===== src/rtl/fetch_queue.sv =====
`timescale 1ns/1ps
// fetch_queue: fetch PC register plus a DEPTH-entry {pc, instr} FIFO drained by decode.
// Define FETCH_BYPASS_EN to forward an imem response to decode in the same cycle when empty.
module fetch_queue #(
  parameter int              PC_W    = 32,
  parameter int              INSTR_W = 32,
  parameter int              DEPTH   = 4,
  parameter logic [PC_W-1:0] PC_INIT = '0
) (
  input  logic                         CLK,
  input  logic                         RST,
  output logic                         imem_req,
  output logic [PC_W-1:0]              imem_addr,
  input  logic                         ihit,
  input  logic [INSTR_W-1:0]           imemload,
  input  logic [PC_W-1:0]              pc_prediction,
  input  logic                         misprediction,
  input  logic [PC_W-1:0]              correct_pc,
  output logic                         out_valid,
  input  logic                         out_ready,
  output logic [PC_W-1:0]              out_pc,
  output logic [INSTR_W-1:0]           out_instr,
  output logic [$clog2(DEPTH+1)-1:0]   count
);

  localparam int PTR_W = $clog2(DEPTH);
  localparam int CNT_W = $clog2(DEPTH+1);

  logic [PC_W-1:0]    r_fetch_pc;
  logic [PTR_W-1:0]   r_rd_ptr;
  logic [PTR_W-1:0]   r_wr_ptr;
  logic [CNT_W-1:0]   r_count;
  logic [PC_W-1:0]    r_pc_mem    [DEPTH];
  logic [INSTR_W-1:0] r_instr_mem [DEPTH];

  logic w_empty;
  logic w_full;
  logic w_push;
  logic w_pop;
  logic w_bypass;
  logic w_byp_take;
  logic w_wr;
  logic w_rd;

  assign w_empty   = (r_count == '0);
  assign w_full    = (r_count == CNT_W'(DEPTH));
  assign imem_req  = !w_full || out_ready;
  assign imem_addr = r_fetch_pc;
  assign count     = r_count;
  assign w_push    = ihit && imem_req && !misprediction;

`ifdef FETCH_BYPASS_EN
  // An empty queue forwards the live response; it is only stored if decode stalls.
  assign w_bypass   = w_empty && w_push;
  assign w_byp_take = w_bypass && out_ready;
  assign out_valid  = !w_empty || w_bypass;
  assign out_pc     = w_bypass ? r_fetch_pc : r_pc_mem[r_rd_ptr];
  assign out_instr  = w_bypass ? imemload   : r_instr_mem[r_rd_ptr];
`else
  assign w_bypass   = 1'b0;
  assign w_byp_take = 1'b0;
  assign out_valid  = !w_empty;
  assign out_pc     = r_pc_mem[r_rd_ptr];
  assign out_instr  = r_instr_mem[r_rd_ptr];
`endif

  assign w_pop = out_valid && out_ready;
  assign w_wr  = w_push && !w_byp_take;
  assign w_rd  = w_pop && !w_byp_take && !misprediction;

  always_ff @(posedge CLK or posedge RST) begin
    if (RST) begin
      r_fetch_pc <= PC_INIT;
      r_rd_ptr   <= '0;
      r_wr_ptr   <= '0;
      r_count    <= '0;
      for (int i = 0; i < DEPTH; i++) begin
        r_pc_mem[i]    <= '0;
        r_instr_mem[i] <= '0;
      end
    end else if (misprediction) begin
      // Redirect wins over any same-cycle response or pop.
      r_fetch_pc <= correct_pc;
      r_rd_ptr   <= '0;
      r_wr_ptr   <= '0;
      r_count    <= '0;
    end else begin
      if (w_push) begin
        r_fetch_pc <= pc_prediction;
      end
      if (w_wr) begin
        r_pc_mem[r_wr_ptr]    <= r_fetch_pc;
        r_instr_mem[r_wr_ptr] <= imemload;
        r_wr_ptr              <= r_wr_ptr + PTR_W'(1);
      end
      if (w_rd) begin
        r_rd_ptr <= r_rd_ptr + PTR_W'(1);
      end
      if (w_wr && !w_rd) begin
        r_count <= r_count + CNT_W'(1);
      end else if (!w_wr && w_rd) begin
        r_count <= r_count - CNT_W'(1);
      end
    end
  end

  logic w_unused;
  assign w_unused = w_bypass;

endmodule


===== config.mk =====
export PLATFORM = sky130hd
export DESIGN_NAME = fetch_queue
export DESIGN_NICKNAME = d
export VERILOG_FILES = /design/src/rtl/fetch_queue.sv
export SDC_FILE = /design/constraint.sdc
export NUM_CORES = 1
export LEC_CHECK = 0
export BUFFER_PORTS_ARGS = -buffer_cell sky130_fd_sc_hd__buf_2
export CAP_MARGIN = 20
export CORE_ASPECT_RATIO = 1.75
export CORE_UTILIZATION = 45
export DETAILED_ROUTE_END_ITERATION = 8
export PLACE_DENSITY = 0.64
export RECOVER_POWER = 25
export SLEW_MARGIN = 40
export SYNTH_ARGS = -nofsm -noshare
export SYNTH_HDL_FRONTEND = slang
export SYNTH_SLANG_ARGS = --single-unit

===== constraint.sdc =====
create_clock -name CLK -period 22.7 [get_ports CLK]
set_input_delay 1.135 -clock CLK [delete_from_list [all_inputs] [get_ports CLK]]
set_output_delay 1.135 -clock CLK [all_outputs]
set_load 0.1 [all_outputs]

### Word-level counts from Yosys, hierarchy flattened

Cells that the tools add are included.

| cells by class | value |
|---|---|
| $add $sub $neg | 4 |
| multiply operators | 0 |
| divide/modulo/power cells | 0 |
| magnitude comparators | 3 |
| equality and inequality tests | 1 |
| shift operators | 0 |
| mux-type cells | 19 |
| bitwise logic cells | 3 |
| reductions and logical operators | 18 |

Operators with widths:

| cell | count |
|---|---|
| bitwise mux 128 bit | 2 |
| two-way mux 32 bit | 7 |
| binary-select mux 32 bit (select 2 bit) | 2 |
| demux 32 bit (select 2 bit) | 1 |
| two-way mux 3 bit | 3 |
| two-way mux 2 bit | 4 |
| logical AND 1 bit | 7 |
| >= comparator 3 bit, second input constant | 2 |
| inverter 2 -> 3 bit | 2 |
| logical NOT 1 bit | 5 |
| adder 2 x 1 -> 2 bit, second input constant | 2 |
| nonzero test 2 bit | 2 |
| adder 3 x 1 -> 3 bit, second input constant | 1 |
| == test 3 bit, second input constant | 1 |
| logical NOT 3 bit | 1 |
| < comparator 3 x 1 -> 1 bit, second input constant | 1 |
| nonzero test 3 bit | 1 |
| subtractor 3 x 1 -> 3 bit, second input constant | 1 |
| AND reduction 2 bit | 1 |
| logical OR 1 bit | 1 |
| inverter 1 bit | 1 |

| storage, ports and cells | value |
|---|---|
| register bits after elaboration | 295 |
| bits in latches | 0 |
| RAM bits | 0 |
| memory bits (read-only) | 0 |
| memories kept | 0 |

### Logic depth before layout (Yosys ltp)

Gate-level depths: netlist of run 1.

| logic depth | value |
|---|---|
| depth in word-level cells | 10 |
| depth in mapped cells | 8 |
| depth with buffers taken out | 7 |

### Least setup slack after synthesis of run 1

No wires, ideal clock.

| path | value |
|---|---|
| path type | reg-to-output |
| start point | register r_count[0] (netlist: count[0]) |
| end point | output out_valid |
| arrival time | 1.950 ns |
| path slack | 19.615 ns |
| cell stages (with the launch flop) | 4 |
| cells stage by stage | dfrtp_1 -> buf_2 -> nor3_1 -> inv_1 |

| between the ends | value |
|---|---|
| word-level cells in the longest chain between the ends | 2 |

RTL lines:

| item | RTL line | RTL |
|---|---|---|
| start: declaration | 32 | `logic [CNT_W-1:0] r_count;` |
| start signal: assignment | 100 | `r_count <= r_count + CNT_W'(1);` |
| start signal: assignment | 102 | `r_count <= r_count - CNT_W'(1);` |
| logical NOT 3 bit | 45 | `assign w_empty = (r_count == '0);` |
| logical NOT 1 bit | 62 | `assign out_valid = !w_empty;` |
| end: declaration | 19 | `output logic out_valid,` |

No other way between the ends.

==> results of run 1 <==
## cell families after synthesis
| logic type | share of synthesized area |
|---|---|
| and+or+nand+nor | 0.0217 |
| muxes | 0.358 |
| AOI/OAI and AO/OA | 0.0166 |
| DFF | 0.569 |
| adders and majority gates | 0.00541 |
| xor gates and xnor gates | 0.00270 |
| buffers and inverters | 0.0258 |
## critical path: stages
cell                         delay (ns)
sky130_fd_sc_hd__buf_2             0.10
sky130_fd_sc_hd__clkinvlp_2        3.40
sky130_fd_sc_hd__clkbuf_1          2.84
## final cells by class
cell class | instances | share of cell area
repair buffers | 207 | 0.0696
clock inverters | 12 | 0.00945
inverters | 8 | 0.00205
flip-flops and latches | 295 | 0.485
clock buffers | 40 | 0.0556
well taps | 373 | 0.0306
multi-input cells | 455 | 0.347
## Yosys cell counts, drive strengths merged (3+ instances only)
library cell  count
dfrtp           295
mux2            256
mux4             64
buf              44
nand2            39
o21ai            33
mux2i            32
inv               8
nor2              7
clkbuf            6
ha                4
xnor2             3
## through the flow
step,power (mW),worst slack [ns],instances,hold WS [ns],utilization
global placement,1.90,18.98,1337,0.469,0.504
global route,2.50,13.26,1390,0.508,0.541
finish,2.39,14.87,1390,0.490,0.541
floorplan,1.77,13.42,808,0.459,-
CTS,2.42,18.37,1390,0.494,0.541
detailed placement,1.92,18.97,1338,0.480,0.506
## power by group through the flow
stage                     combinational, mW  sequential, mW  clock (mW)
after global routing                   1.12           0.856       0.526
after global placement                 1.07           0.835           0
after CTS                              1.09           0.830       0.507
after floorplan                       0.922           0.852           0
after detailed placement               1.08           0.840           0
final                                  1.07           0.828       0.491
## metal layers
| metal | vias to the layer above | routed length, um | global-route usage |
|---|---|---|---|
| met3 | 36 | 1050 | 0.0255 |
| met1 | 3870 | 10400 | 0.224 |
| met2 | 146 | 14100 | 0.338 |
| met4 | 2 | 598 | 0.0608 |
| met5 | - | 13 | 0 |
| li1 | 3347 | - | - |
## sequential cells by signal, summed over array words and instances, names as in the netlist
| register | cells |
|---|---|
| r_instr_mem | 128 |
| r_pc_mem | 128 |
| imem_addr | 32 |
| count | 3 |
| r_rd_ptr | 2 |
| r_wr_ptr | 2 |
## layout by cell type (no fill, tap or decap), types with 8 or more instances in the layout
cell type / count
sky130_fd_sc_hd__mux2i_1: 32
sky130_fd_sc_hd__nand2_1: 35
sky130_fd_sc_hd__clkbuf_16: 29
sky130_fd_sc_hd__o21ai_0: 24
sky130_fd_sc_hd__buf_2: 201
sky130_fd_sc_hd__mux4_2: 64
sky130_fd_sc_hd__dfrtp_1: 293
sky130_fd_sc_hd__mux2_1: 19
sky130_fd_sc_hd__mux2_2: 237
sky130_fd_sc_hd__clkbuf_8: 8
sky130_fd_sc_hd__o21ai_1: 9
## path summary, 6_finish.rpt
check                         startpoint         endpoint  slack, ns  cells past startpoint
setup / recovery                     RST      r_wr_ptr[0]      14.87                      3
min in group asynchronous            RST  r_instr_mem[56]       2.52                      2
setup reg to reg                count[0]         count[2]      20.20                      6
max in group CLK           misprediction         count[2]      18.14                      8
hold reg to reg             r_pc_mem[43]     r_pc_mem[43]       0.49                      1
hold / removal              r_pc_mem[43]     r_pc_mem[43]       0.49                      1
==> impl_results.md, run 1 <==
* RD Place Congestion at 0.715
* Antenna diode count at 0
* Number of sinks handled by clock tree synthesis at 295
* Final count of hold timing violations at 0
* Seq pwr share at 0.346
* Hold bufs inserted after CTS at 0
* VDD IR-drop max at 0.000108 V
* Net load switching power at 1.07 mW
* Main flop type after synthesis: sky130_fd_sc_hd__dfrtp_1
* Max H-tree Level at 1
* Worst setup path category: in2async
* Number of distinct library cells after synthesis at 33
* Post-Route WL at 26,200 um
* Floorplan die area at 29,500 sq um
* Post-synthesis instance area at 13,000 sq um
* Placed wire-length estimate at 16,000 um
* Clock slew at reported path FFs at 0.06 ns
* Drt pass-1 iters at 4
* Switching power share of the total at 0.447
* Reported max-cap violation count at 3
* Share of the cycle needed by the critical path after routing at 0.345
* Synthesis Warnings at 0
* Mean instance size in the synthesized netlist at 16.0 sq um
* Final Skew at 0.00876 ns
* Final count of pins violating max slew at 258
* Number of global-route vias before repair at 7,760
* Maximum fanout along the worst path at 141
* Post-synthesis sequential element count at 295
* Top cells by area in the synthesized netlist: sky130_fd_sc_hd__dfrtp_1 57%, sky130_fd_sc_hd__mux2_2 21%, sky130_fd_sc_hd__mux4_2 11%
* Pin count of the biggest net entering global routing at 142
* Max transition margin at -3.12
* Multi-input gate area at 5290 sq um
* Synth-to-layout area growth at 17.5%
* Number of synthesized flops with an enable pin at 0
* Average wire length per cell after detail routing at 18.8 um
* Internal power contribution at 1.32 mW
* Total negative slack for setup checks at 0 ns
* # nets final at 1,101
* Width of the die at 130 um
* Wire length of the first global-routing pass at 41,800 um
* Mean number of vias per cell at 5.32
* IO Pins at 202
* Net Count, Synth at 914
* Filler cells at 2,400
* Power per standard cell area at 157 nW/um^2
* Status: complete, but fails checks
* Final count of negative-setup-slack endpoints at 0
* Clock tree from TritonCTS: done
* Cell area after placement at 14,300 sq um
* Unrepaired setup endpoints after global routing: false
* Peak Freq at 128 MHz
* Transition time of the tightest slew-check pin at 6.14 ns
* Sequential element share of the synthesized area at 0.569
* Clock period minus final worst setup slack at 7.83 ns
* Die Ht at 227 um
* Post-CTS setup buffer count at 0
* Data arrival at the endpoint of the critical path at 7.63 ns
* CP Capture Type: async pin
* Initial core utilization at 0.460
* All-layer global routing usage at 0.186
* Clock tree buffer depth at 3
* Count of cells resized by post-cts repair at 0
* Residual DRC at 0
* Cells after Synth at 808
* Hold crit path type: reg2reg
* Vias after detailed routing at 7,401
* Critical path startpoint category: input port
* Insertion delay of the later-clocked pin in the worst-skew pair at 0.55 ns
* Share of power burned in combinational logic at 0.449
* Leakage at 7.02 nW
* Number of rows created at floorplan at 81
* Core box area at 28,200 sq um
* Endpoint required time on the critical path at 22.49 ns
* Async S/R FF share, synth at 1.00
* Ratio of cells with drive above 1 in the final layout at 0.558
* Clk pwr share at 0.205
* Cell taking the most area after synthesis: sky130_fd_sc_hd__dfrtp_1
* Number of antenna-violating nets in the routed design at 0
* Violated checks: capacitance limit, slew limit
* Number of port buffers at 201
* Drt initial violations at 272
* Cell area after layout at 15,200 sq um
* Overall overflow remaining after global route at 0
* Root buffer cell: sky130_fd_sc_hd__clkbuf_16
* Antenna violations before repair at 1
* Synth top area share at 0.569
* Register area at 7390 sq um
* CTS buffer count at 28
No activity file was read; power rests on OpenSTA's default activity.
==> run 2, diff against run 1 <==
--- a/config.mk
+++ b/config.mk
@@ -10,7 +10,7 @@
 export CORE_ASPECT_RATIO = 1.75
 export CORE_UTILIZATION = 45
 export DETAILED_ROUTE_END_ITERATION = 8
-export PLACE_DENSITY = 0.64
+export PLACE_DENSITY = 0.66
 export RECOVER_POWER = 25
 export SLEW_MARGIN = 40
 export SYNTH_ARGS = -nofsm -noshare
==> constraint.sdc (replaced) <==
create_clock -name CLK -period 7.1 [get_ports CLK]
set_input_delay 0.355 -clock CLK [delete_from_list [all_inputs] [get_ports CLK]]
set_output_delay 0.355 -clock CLK [all_outputs]
set_load 0.1 [all_outputs]
==> run 2 against run 1 <==
Net effect:
- clock power grew to 3.2 times the previous value
- the flow still finishes with violations (capacitance limit, slew limit)
- first-iteration DRC count fell by 0.74%
- wire length rose by 1.8%
- cell area increased by 0.25%
- die area unchanged
- critical path type is now reg2out
- power grew to 3.2 times the previous value
- sequential share of layout area fell by 0.12 points
- final cell count rose by 0.29%
- global-route usage increased by 0.22 points
- clock-buffer cell count is the same
- largest cell class unchanged
==> impl_results.md, run 2 (same netlist as run 1, synthesis figures left out) <==
* Clock slew at reported path FFs at 0.06 ns (about the same)
* Reg2Reg Capture Point: r_instr_mem[56] (was count[2])
* Core box area at 28,200 sq um (unchanged)
* Final count of negative-setup-slack endpoints at 0 (unchanged)
* Number of global-route vias before repair at 7,890 (was 7,760)
* Final Skew at 0.0146 ns (was 0.00876 ns)
* RD Place Congestion at 0.717 (was 0.715)
* Total negative slack for setup checks at 0 ns (unchanged)
* Drt pass-1 iters at 4 (unchanged)
* Count of cells resized by post-cts repair at 0 (unchanged)
* Crit. Startpoint: r_rd_ptr[0] (was RST)
* Average wire length per cell after detail routing at 19.1 um (was 18.8 um)
* CP Capture Type: output port (was async pin)
* Overall overflow remaining after global route at 0 (unchanged)
* Leakage at 7.06 nW (was 7.02 nW)
* Width of the die at 130 um (unchanged)
* Vias after detailed routing at 7,446 (was 7,401)
* Clock tree buffer depth at 3 (unchanged)
* Transition time of the tightest slew-check pin at 3.27 ns (was 6.14 ns)
* Pin count of the biggest net entering global routing at 156 (was 142)
* Clock tree from TritonCTS: done (unchanged)
* Worst-path cell with the longest stage delay: sky130_fd_sc_hd__dfrtp_4 (was sky130_fd_sc_hd__clkinvlp_2)
* # nets final at 1,105 (was 1,101)
* Insertion delay of the later-clocked pin in the worst-skew pair at 0.55 ns (about the same)
* Ratio of cells with drive above 1 in the final layout at 0.557 (was 0.558)
* Mean number of vias per cell at 5.34 (was 5.32)
* All-layer global routing usage at 0.188 (was 0.186)
* Max H-tree Level at 1 (unchanged)
* Post-CTS setup buffer count at 0 (unchanged)
* Peak Freq at 288 MHz
* Maximum single-stage delay on the critical path at 0.90 ns (was 3.40 ns)
* Initial core utilization at 0.460 (unchanged)
* Die Ht at 227 um (unchanged)
* Number of sinks handled by clock tree synthesis at 295 (unchanged)
* Status: complete, but fails checks (unchanged)
* Synth-to-layout area growth at 17.8% (was 17.5%)
* Hold crit path type: in2reg (was reg2reg)
* Commonest non-fill, non-tap cells in the layout: 293 x sky130_fd_sc_hd__dfrtp_1, 237 x sky130_fd_sc_hd__mux2_2, 201 x sky130_fd_sc_hd__buf_2, 64 x sky130_fd_sc_hd__mux4_2, 35 x sky130_fd_sc_hd__nand2_1 (unchanged)
* Number of rows created at floorplan at 81 (unchanged)
* Wire length of the first global-routing pass at 42,600 um (was 41,800 um)
* Post-place setup slack at 4.08 ns (was 18.97 ns)
* IO Pins at 202 (unchanged)
* CTS buffer count at 28 (unchanged)
* Endpoint required time on the critical path at 6.74 ns (was 22.49 ns)
* Residual DRC at 0 (unchanged)
* Reported max-cap violation count at 1 (was 3)
* Filler cells at 2,464 (was 2,400)
* Worst flop-to-flop path startpoint: count[0] (unchanged)
* Final count of pins violating max slew at 59 (was 258)
* Post-Route WL at 26,700 um (was 26,200 um)
* Final count of hold timing violations at 0 (unchanged)
* PnR worst setup slack at 3.62 ns (was 14.87 ns)
* Number of port buffers at 201 (unchanged)
* Crit path cell chain: buf_4 -> mux4_2 -> buf_2 (was buf_2 -> clkinvlp_2 -> clkbuf_1)
* Register area at 7390 sq um (unchanged)
* Critical path startpoint category: register (was input port)
* Maximum fanout along the worst path at 34 (was 141)
* Violated checks: capacitance limit, slew limit (unchanged)
* Root buffer cell: sky130_fd_sc_hd__clkbuf_16 (unchanged)
* Data arrival at the endpoint of the critical path at 3.12 ns (was 7.63 ns)
* Hold bufs inserted after CTS at 0 (unchanged)
* Max transition margin at -1.18 (was -3.12)
* Clock period minus final worst setup slack at 3.48 ns
* Worst setup path category: reg2out (was in2async)
* VDD IR-drop max at 0.000303 V (was 0.000108 V)
* Reg-to-reg slack, setup at 4.42 ns (was 20.20 ns)
* Drt initial violations at 270 (was 272)
* Power per standard cell area at 501 nW/um^2 (was 157 nW/um^2)
* Floorplan die area at 29,500 sq um (unchanged)
* Placed wire-length estimate at 16,300 um (was 16,000 um)
* Share of the cycle needed by the critical path after routing at 0.490
* Unrepaired setup endpoints after global routing: false (unchanged)
* Number of antenna-violating nets in the routed design at 0 (unchanged)
* Worst Reg-to-Reg Cells at 5 (was 6)
* Most common library cell in the layout ignoring fill and taps: sky130_fd_sc_hd__dfrtp_1 (unchanged)
* Multi-input gate area at 5280 sq um (was 5290 sq um)
* Critical Path Sink: out_pc[20] (was r_wr_ptr[0])
* Antenna violations before repair at 1 (unchanged)
[run 2: changes by cell type in the layout (fill, tap and decap cells not counted), sizes merged]
cell,previous run,this run
clkinvlp,3,2
inv,8,7
buf,205,209
bufinv,3,4
diode,0,1
[run 2: critical path, delay by kind of cell (launching register included)]
family	cells	cell delay, ns
mux	1	0.61
flops	1	0.90
buf+inv	2	1.01
[run 2: metal layers]
layer,vias to the layer above,global-route usage,routed length (um)
met5,-,0,0
li1,3369,-,-
met3,32,0.0288,1090
met2,146,0.342,14400
met4,0,0.0589,578
met1,3899,0.226,10600
[run 2: worst min path at each step]
stage	to	start	slack [ns]	depth (start not counted)
after global placement	r_pc_mem[44]	r_pc_mem[44]	0.47	1
after floorplan	r_pc_mem[43]	r_pc_mem[43]	0.46	1
final	r_instr_mem[29]	imemload[29]	0.06	2
after detailed placement	r_pc_mem[43]	r_pc_mem[43]	0.48	1
after CTS	r_instr_mem[29]	imemload[29]	0.04	2
after global routing	r_instr_mem[28]	imemload[28]	0.06	2
[run 2: stage by stage]
| stage | area [sq um] | utilization | power [mW] | std cells | hold slack [ns] |
|---|---|---|---|---|---|
| 2_1_floorplan | 13000 | - | 5.67 | 808 | 0.459 |
| 3_3_place_gp | 14200 | 0.505 | 6.08 | 1340 | 0.468 |
| 3_5_place_dp | 14300 | 0.506 | 6.15 | 1341 | 0.475 |
| 4_1_cts | 15200 | 0.541 | 7.75 | 1392 | 0.0384 |
| 5_1_grt | 15300 | 0.542 | 7.99 | 1394 | 0.0646 |
| 6_report | 15300 | 0.542 | 7.65 | 1394 | 0.0568 |
[run 2: power by group]
| part | internal [mW] | total [mW] | switching [mW] |
|---|---|---|---|
| clock | 0.943 | 1.57 | 0.630 |
| combinational | 1.00 | 3.43 | 2.43 |
| sequential | 2.29 | 2.65 | 0.360 |
| total | 4.23 | 7.65 | 3.42 |
[run 2: final cells by class]
cell class,count,area share
sequential,295,0.484
multi-input combinational,455,0.345
timing repair buffer,211,0.0739
clock buffer,40,0.0535
inverter,8,0.00205
tap,373,0.0306
clock inverter,11,0.0103
antenna,1,0.000164
